<file path="src/rtl/alu_coproc.sv">
// alu_coproc: multi-cycle ALU coprocessor that fetches operands over a
// shared register bus and returns a result with carry/zero flags.
module alu_coproc #(
    parameter int WIDTH = 4
) (
    input  logic             clk,
    input  logic             rst_n,
    input  logic [3:0]       opcode,
    input  logic [WIDTH-1:0] imm_in,
    input  logic [WIDTH-1:0] bus_in,
    input  logic             oe_n,
    output logic [3:0]       bus_req,
    output logic [WIDTH-1:0] bus_out,
    output logic             bus_oe,
    output logic             done,
    output logic             carry,
    output logic             zero,
    output logic             busy
);

    localparam logic [3:0] OP_ADDI = 4'd1;
    localparam logic [3:0] OP_ADD  = 4'd2;
    localparam logic [3:0] OP_SUBI = 4'd3;
    localparam logic [3:0] OP_SUB  = 4'd4;
    localparam logic [3:0] OP_AND  = 4'd5;
    localparam logic [3:0] OP_OR   = 4'd6;
    localparam logic [3:0] OP_XOR  = 4'd7;
    localparam logic [3:0] OP_SHL  = 4'd8;
    localparam logic [3:0] OP_SHR  = 4'd9;

    localparam logic [3:0] REQ_NONE = 4'b0000;
    localparam logic [3:0] REQ_PRES = 4'b0001;
    localparam logic [3:0] REQ_ADV  = 4'b0011;

    typedef enum logic [2:0] {
        S_IDLE,
        S_REQ_A,
        S_GET_A,
        S_ADV,
        S_REQ_B,
        S_GET_B,
        S_EXEC,
        S_WB
    } state_t;

    state_t           state;
    logic [3:0]       op_q;
    logic [WIDTH-1:0] a_q;
    logic [WIDTH-1:0] b_q;
    logic [WIDTH:0]   alu_r;
    logic             op_valid;
    logic             op_imm;
    logic             op_unary;

    always_comb begin
        op_valid = (opcode >= OP_ADDI) && (opcode <= OP_SHR);
        op_imm   = (opcode == OP_ADDI) || (opcode == OP_SUBI);
        op_unary = (op_q == OP_SHL) || (op_q == OP_SHR);
    end

    // Bit WIDTH of alu_r is the carry/borrow/shifted-out flag.
    always_comb begin
        alu_r = '0;
        unique case (op_q)
            OP_ADDI,
            OP_ADD:  alu_r = {1'b0, a_q} + {1'b0, b_q};
            OP_SUB:  alu_r = {1'b0, a_q} - {1'b0, b_q};
            OP_SUBI: alu_r = {1'b0, b_q} - {1'b0, a_q};
            OP_AND:  alu_r = {1'b0, a_q & b_q};
            OP_OR:   alu_r = {1'b0, a_q | b_q};
            OP_XOR:  alu_r = {1'b0, a_q ^ b_q};
            OP_SHL:  alu_r = {a_q, 1'b0};
            OP_SHR:  alu_r = {a_q[0], 1'b0, a_q[WIDTH-1:1]};
            default: alu_r = '0;
        endcase
    end

    always_ff @(posedge clk or negedge rst_n) begin
        if (!rst_n) begin
            state   <= S_IDLE;
            op_q    <= '0;
            a_q     <= '0;
            b_q     <= '0;
            bus_req <= REQ_NONE;
            bus_out <= '0;
            bus_oe  <= 1'b0;
            done    <= 1'b0;
            carry   <= 1'b0;
            zero    <= 1'b0;
            busy    <= 1'b0;
        end else begin
            unique case (state)
                S_IDLE: begin
                    if (op_valid) begin
                        op_q <= opcode;
                        busy <= 1'b1;
                        if (op_imm) begin
                            a_q     <= imm_in;
                            bus_req <= REQ_ADV;
                            state   <= S_ADV;
                        end else begin
                            bus_req <= REQ_PRES;
                            state   <= S_REQ_A;
                        end
                    end
                end
                S_REQ_A: begin
                    bus_req <= op_unary ? REQ_NONE : REQ_ADV;
                    state   <= S_GET_A;
                end
                S_GET_A: begin
                    a_q <= bus_in;
                    if (op_unary) begin
                        state <= S_EXEC;
                    end else begin
                        bus_req <= REQ_PRES;
                        state   <= S_REQ_B;
                    end
                end
                S_ADV: begin
                    bus_req <= REQ_PRES;
                    state   <= S_REQ_B;
                end
                S_REQ_B: begin
                    bus_req <= REQ_NONE;
                    state   <= S_GET_B;
                end
                S_GET_B: begin
                    b_q   <= bus_in;
                    state <= S_EXEC;
                end
                S_EXEC: begin
                    carry  <= alu_r[WIDTH];
                    zero   <= (alu_r[WIDTH-1:0] == '0);
                    done   <= 1'b1;
                    bus_oe <= ~oe_n;
                    if (!oe_n) begin
                        bus_out <= alu_r[WIDTH-1:0];
                    end
                    state <= S_WB;
                end
                S_WB: begin
                    done   <= 1'b0;
                    bus_oe <= 1'b0;
                    busy   <= 1'b0;
                    state  <= S_IDLE;
                end
                default: state <= S_IDLE;
            endcase
        end
    end

endmodule

</file>
<file path="config.mk">
export PLATFORM = sky130hd
export DESIGN_NAME = alu_coproc
export DESIGN_NICKNAME = d
export VERILOG_FILES = /design/src/rtl/alu_coproc.sv
export SDC_FILE = /design/constraint.sdc
export NUM_CORES = 1
export LEC_CHECK = 0
export BUFFER_PORTS_ARGS = -buffer_cell sky130_fd_sc_hd__buf_2
export CORE_ASPECT_RATIO = 1.75
export CORE_MARGIN = 3
export CORE_UTILIZATION = 30
export CTS_BUF_LIST = sky130_fd_sc_hd__clkbuf_4
export CTS_CLUSTER_SIZE = 16
export DETAILED_ROUTE_END_ITERATION = 7
export PLACE_DENSITY_LB_ADDON = 0.2
export RECOVER_POWER = 25
export SETUP_SLACK_MARGIN = 0.4
export SYNTH_ARGS = -nofsm -noshare
export SYNTH_HDL_FRONTEND = slang
export SYNTH_SLANG_ARGS = --single-unit
</file>
<file path="constraint.sdc">
create_clock -name clk -period 3.6 [get_ports clk]
set_input_delay 0 -clock clk [delete_from_list [all_inputs] [get_ports clk]]
set_output_delay 0 -clock clk [all_outputs]
set_load 0.1 [all_outputs]
</file>
==> results.rst <==
.. list-table::
   :header-rows: 1

   * - Metric
     - Value
   * - Worst setup path startpoint
     - op_q[0]
   * - Synth top area share
     - 0.334
   * - HPWL after DPL
     - 3610 um
   * - Sequential cell area fraction in the yosys report
     - 0.334
   * - Clock Pin Slew Worst Setup and Hold Paths
     - 0.14 ns
   * - TritonCTS Buffers
     - 3
   * - Tcrit/Tclk final
     - 0.782
   * - Number of global-route vias before repair
     - 1677
   * - Worst Reg-to-Reg Cells
     - 9
   * - Placement Rows
     - 38
   * - #FFs+latches synth
     - 26
   * - Relative area change from synthesis to final layout
     - 17.0%
   * - Fraction of final layout cells with drive strength greater than 1
     - 0.193
   * - Buffers inserted by post-CTS timing repair
     - 0
   * - Core region area
     - 6280 sq um
   * - RSZ-0062 raised after global routing
     - no
   * - Avg Inst Size Synth
     - 9.33 sq um
   * - Worst path arrival time
     - 3.05 ns
   * - CTS Sinks
     - 26
   * - Number of library cell types mapped by synthesis
     - 47
   * - Number of buffers added to fix hold violations after cts
     - 14
   * - CP endpoint kind
     - register
   * - Worst rel slew slack
     - 0.0250
   * - Routability Congestion
     - 0.864
   * - DRC marker count from the first detailed-route iteration
     - 37
   * - Primary FF master, synth
     - dfrtp_1
   * - Via count
     - 1565
   * - Gr usage total
     - 0.138
   * - Measured slew at the worst slew-check pin
     - 1.46 ns
   * - Worst R2R Setup Slack
     - 0.78 ns
   * - Top-count cell post-synth
     - dfrtp_1
   * - Hold Vio Cnt, Final
     - 0
   * - Buffers on Ports
     - 25
   * - Capturing instance or port of the critical path
     - bus_out[3]
   * - Die ar.
     - 7540 sq um
   * - Post-synthesis instance total
     - 209
   * - Die H
     - 113 um
   * - Worst-skew pair later-pin latency
     - 0.32 ns
   * - Setup TNS
     - 0 ns
   * - Worst Setup Start Kind
     - register
   * - Max-cap violation count
     - 0
   * - Average wire per cell in the routed design
     - 14.3 um
   * - Remaining design rule violation count
     - 0
   * - Biggest fanout along the worst timing path
     - 11
   * - Wire length of the first global-routing pass
     - 7960 um
   * - Pin count of the biggest net entering global routing
     - 27
   * - Worst flop-to-flop path endpoint
     - bus_out[3]
   * - Average via count per standard cell
     - 4.85
   * - Required time of the critical path
     - 3.83 ns
   * - Shortest period the worst path allows
     - 2.82 ns
   * - Number of top-level design ports
     - 28
   * - Dominant cells by area after synthesis
     - dfrtp_1 33%, ha_1 11%, mux2_2 5.2%, nand2_1 4.4%, mux2i_1 3.6%
   * - Slowest cell on the critical path
     - dfrtp_1
   * - Post-synth EDFFs
     - 0
   * - Max Root-Sink Buffers
     - 2
   * - Cells along the critical path
     - nand2_1, nor3_1, mux2i_1, ha_1, a21o_1, a21oi_1, xor2_1, o221ai_1, mux2_2
   * - Post-synthesis async set-or-reset flop share
     - 1.00
   * - Run status
     - finished clean
   * - Worst hold-check path type
     - input port to register
   * - Cell Area, Synth
     - 1950 sq um
   * - Clock tree from TritonCTS
     - done
   * - Timing-limited maximum frequency
     - 0.355 GHz
   * - DRT antenna net count
     - 0
   * - Detailed-route wire length
     - 4630 um
   * - Number of failing setup endpoints in the final timing report
     - 0
   * - Initial antenna violation count
     - 0
   * - R2R Path Start
     - op_q[0]
   * - Pre-Repair DR Iteration Count
     - 4
   * - Clock tree root driver cell
     - clkbuf_4
   * - Synth top cells by count
     - 26 x dfrtp_1, 23 x nand2_1, 17 x ha_1, 17 x nor2_1
   * - Die Span X
     - 67.0 um
   * - Warnings, synthesis
     - 0
   * - Initial cell density of the core
     - 0.311
   * - Maximum level of the CTS H-tree
     - 1
   * - Number of nets in the finished design
     - 278
   * - Residual overflow from global routing
     - 0
   * - Biggest area consumer among synthesized cells
     - dfrtp_1
   * - Critical path class
     - register to register
   * - Final max-slew violation count
     - 0
   * - Clock tree skew after final layout
     - 0.00416 ns
   * - PostCTS Resize Cnt
     - 0
   * - Delay of the slowest cell on the worst path
     - 0.56 ns
   * - Count of antenna diodes in the layout
     - 0
[placed cells by master (no fill, tap or decap), drive strengths merged, types with 3 or more instances in the layout]
| master | count |
|---|---|
| nor3b | 3 |
| a21oi | 9 |
| xnor2 | 6 |
| o21ai | 15 |
| o22ai | 5 |
| inv | 14 |
| a22oi | 4 |
| mux2i | 7 |
| dfrtp | 26 |
| dlygate4sd3 | 14 |
| a32oi | 3 |
| nand2 | 24 |
| ha | 17 |
| a21o | 3 |
| nor3 | 4 |
| mux2 | 9 |
| buf | 26 |
| clkbuf | 4 |
| nor2 | 18 |
| xor2 | 3 |
[metrics by stage]
step | util | hold WS [ns] | setup slack, ns | std cells | cell area, sq um
5_1_grt | 0.364 | 0.452 | 0.607 | 323 | 2280
3_5_place_dp | 0.337 | 0.0475 | 0.812 | 305 | 2120
6_report | 0.364 | 0.440 | 0.784 | 323 | 2280
2_1_floorplan | - | -0.296 | 1.14 | 210 | 1950
4_1_cts | 0.364 | 0.212 | 0.792 | 323 | 2280
3_3_place_gp | 0.337 | 0.0523 | 0.912 | 305 | 2120
[per-layer routing]
metal / routed length, um / GRT usage
met1: 1790 / 0.152
met2: 2640 / 0.258
met3: 69 / 0.0120
met5: 0 / 0
met4: 140 / 0.0623
[how the worst min path moves through the flow]
stage | slack (ns) | start | depth (start not counted) | to
after CTS | 0.21 | rst_n | 2 | carry
after global placement | 0.05 | rst_n | 1 | carry
after global routing | 0.45 | bus_in[2] | 3 | b_q[2]
after detailed placement | 0.05 | rst_n | 1 | carry
final | 0.44 | bus_in[2] | 3 | b_q[2]
after floorplan | -0.30 | rst_n | 0 | a_q[0]
[worst max-delay path: cells and delay by family (launching register included)]
family          cells  cell delay [ns]
flops               1             0.56
mux                 2             0.66
compound gates      3             0.52
xor+xnor            1             0.18
fa+ha+maj           1             0.29
simple gates        2             0.51
[registers in the layout (all words and copies together) (netlist names)]
signal	flops
a_q	4
b_q	4
bus_oe	1
bus_out	4
bus_req	2
busy	1
carry	1
done	1
op_q	4
state	3
zero	1
[area by class of cell]
cell class	count	area, sq um
Clock buffer	3	22.5
Clock inverter	1	3.75
Fill cell	677	3990
Inverter	14	52.6
Multi-Input combinational cell	158	1170
Sequential cell	26	651
Tap cell	80	100
Timing Repair Buffer	41	279
[logic make-up (layout without fill, tap and decap cells)]
group           Yosys count  in the layout  share of synthesized area
compound gates           50             50                      0.167
xor+xnor                  9              9                     0.0404
fa+ha+maj                19             19                      0.130
buf+inv                  26             59                     0.0667
flops                    26             26                      0.334
mux                      16             16                     0.0879
other cells               1              2                    0.00192
simple gates             62             62                      0.173
Power is not shown: default switching activity piles up to over one toggle a cycle in this logic, so the estimate is an artifact.
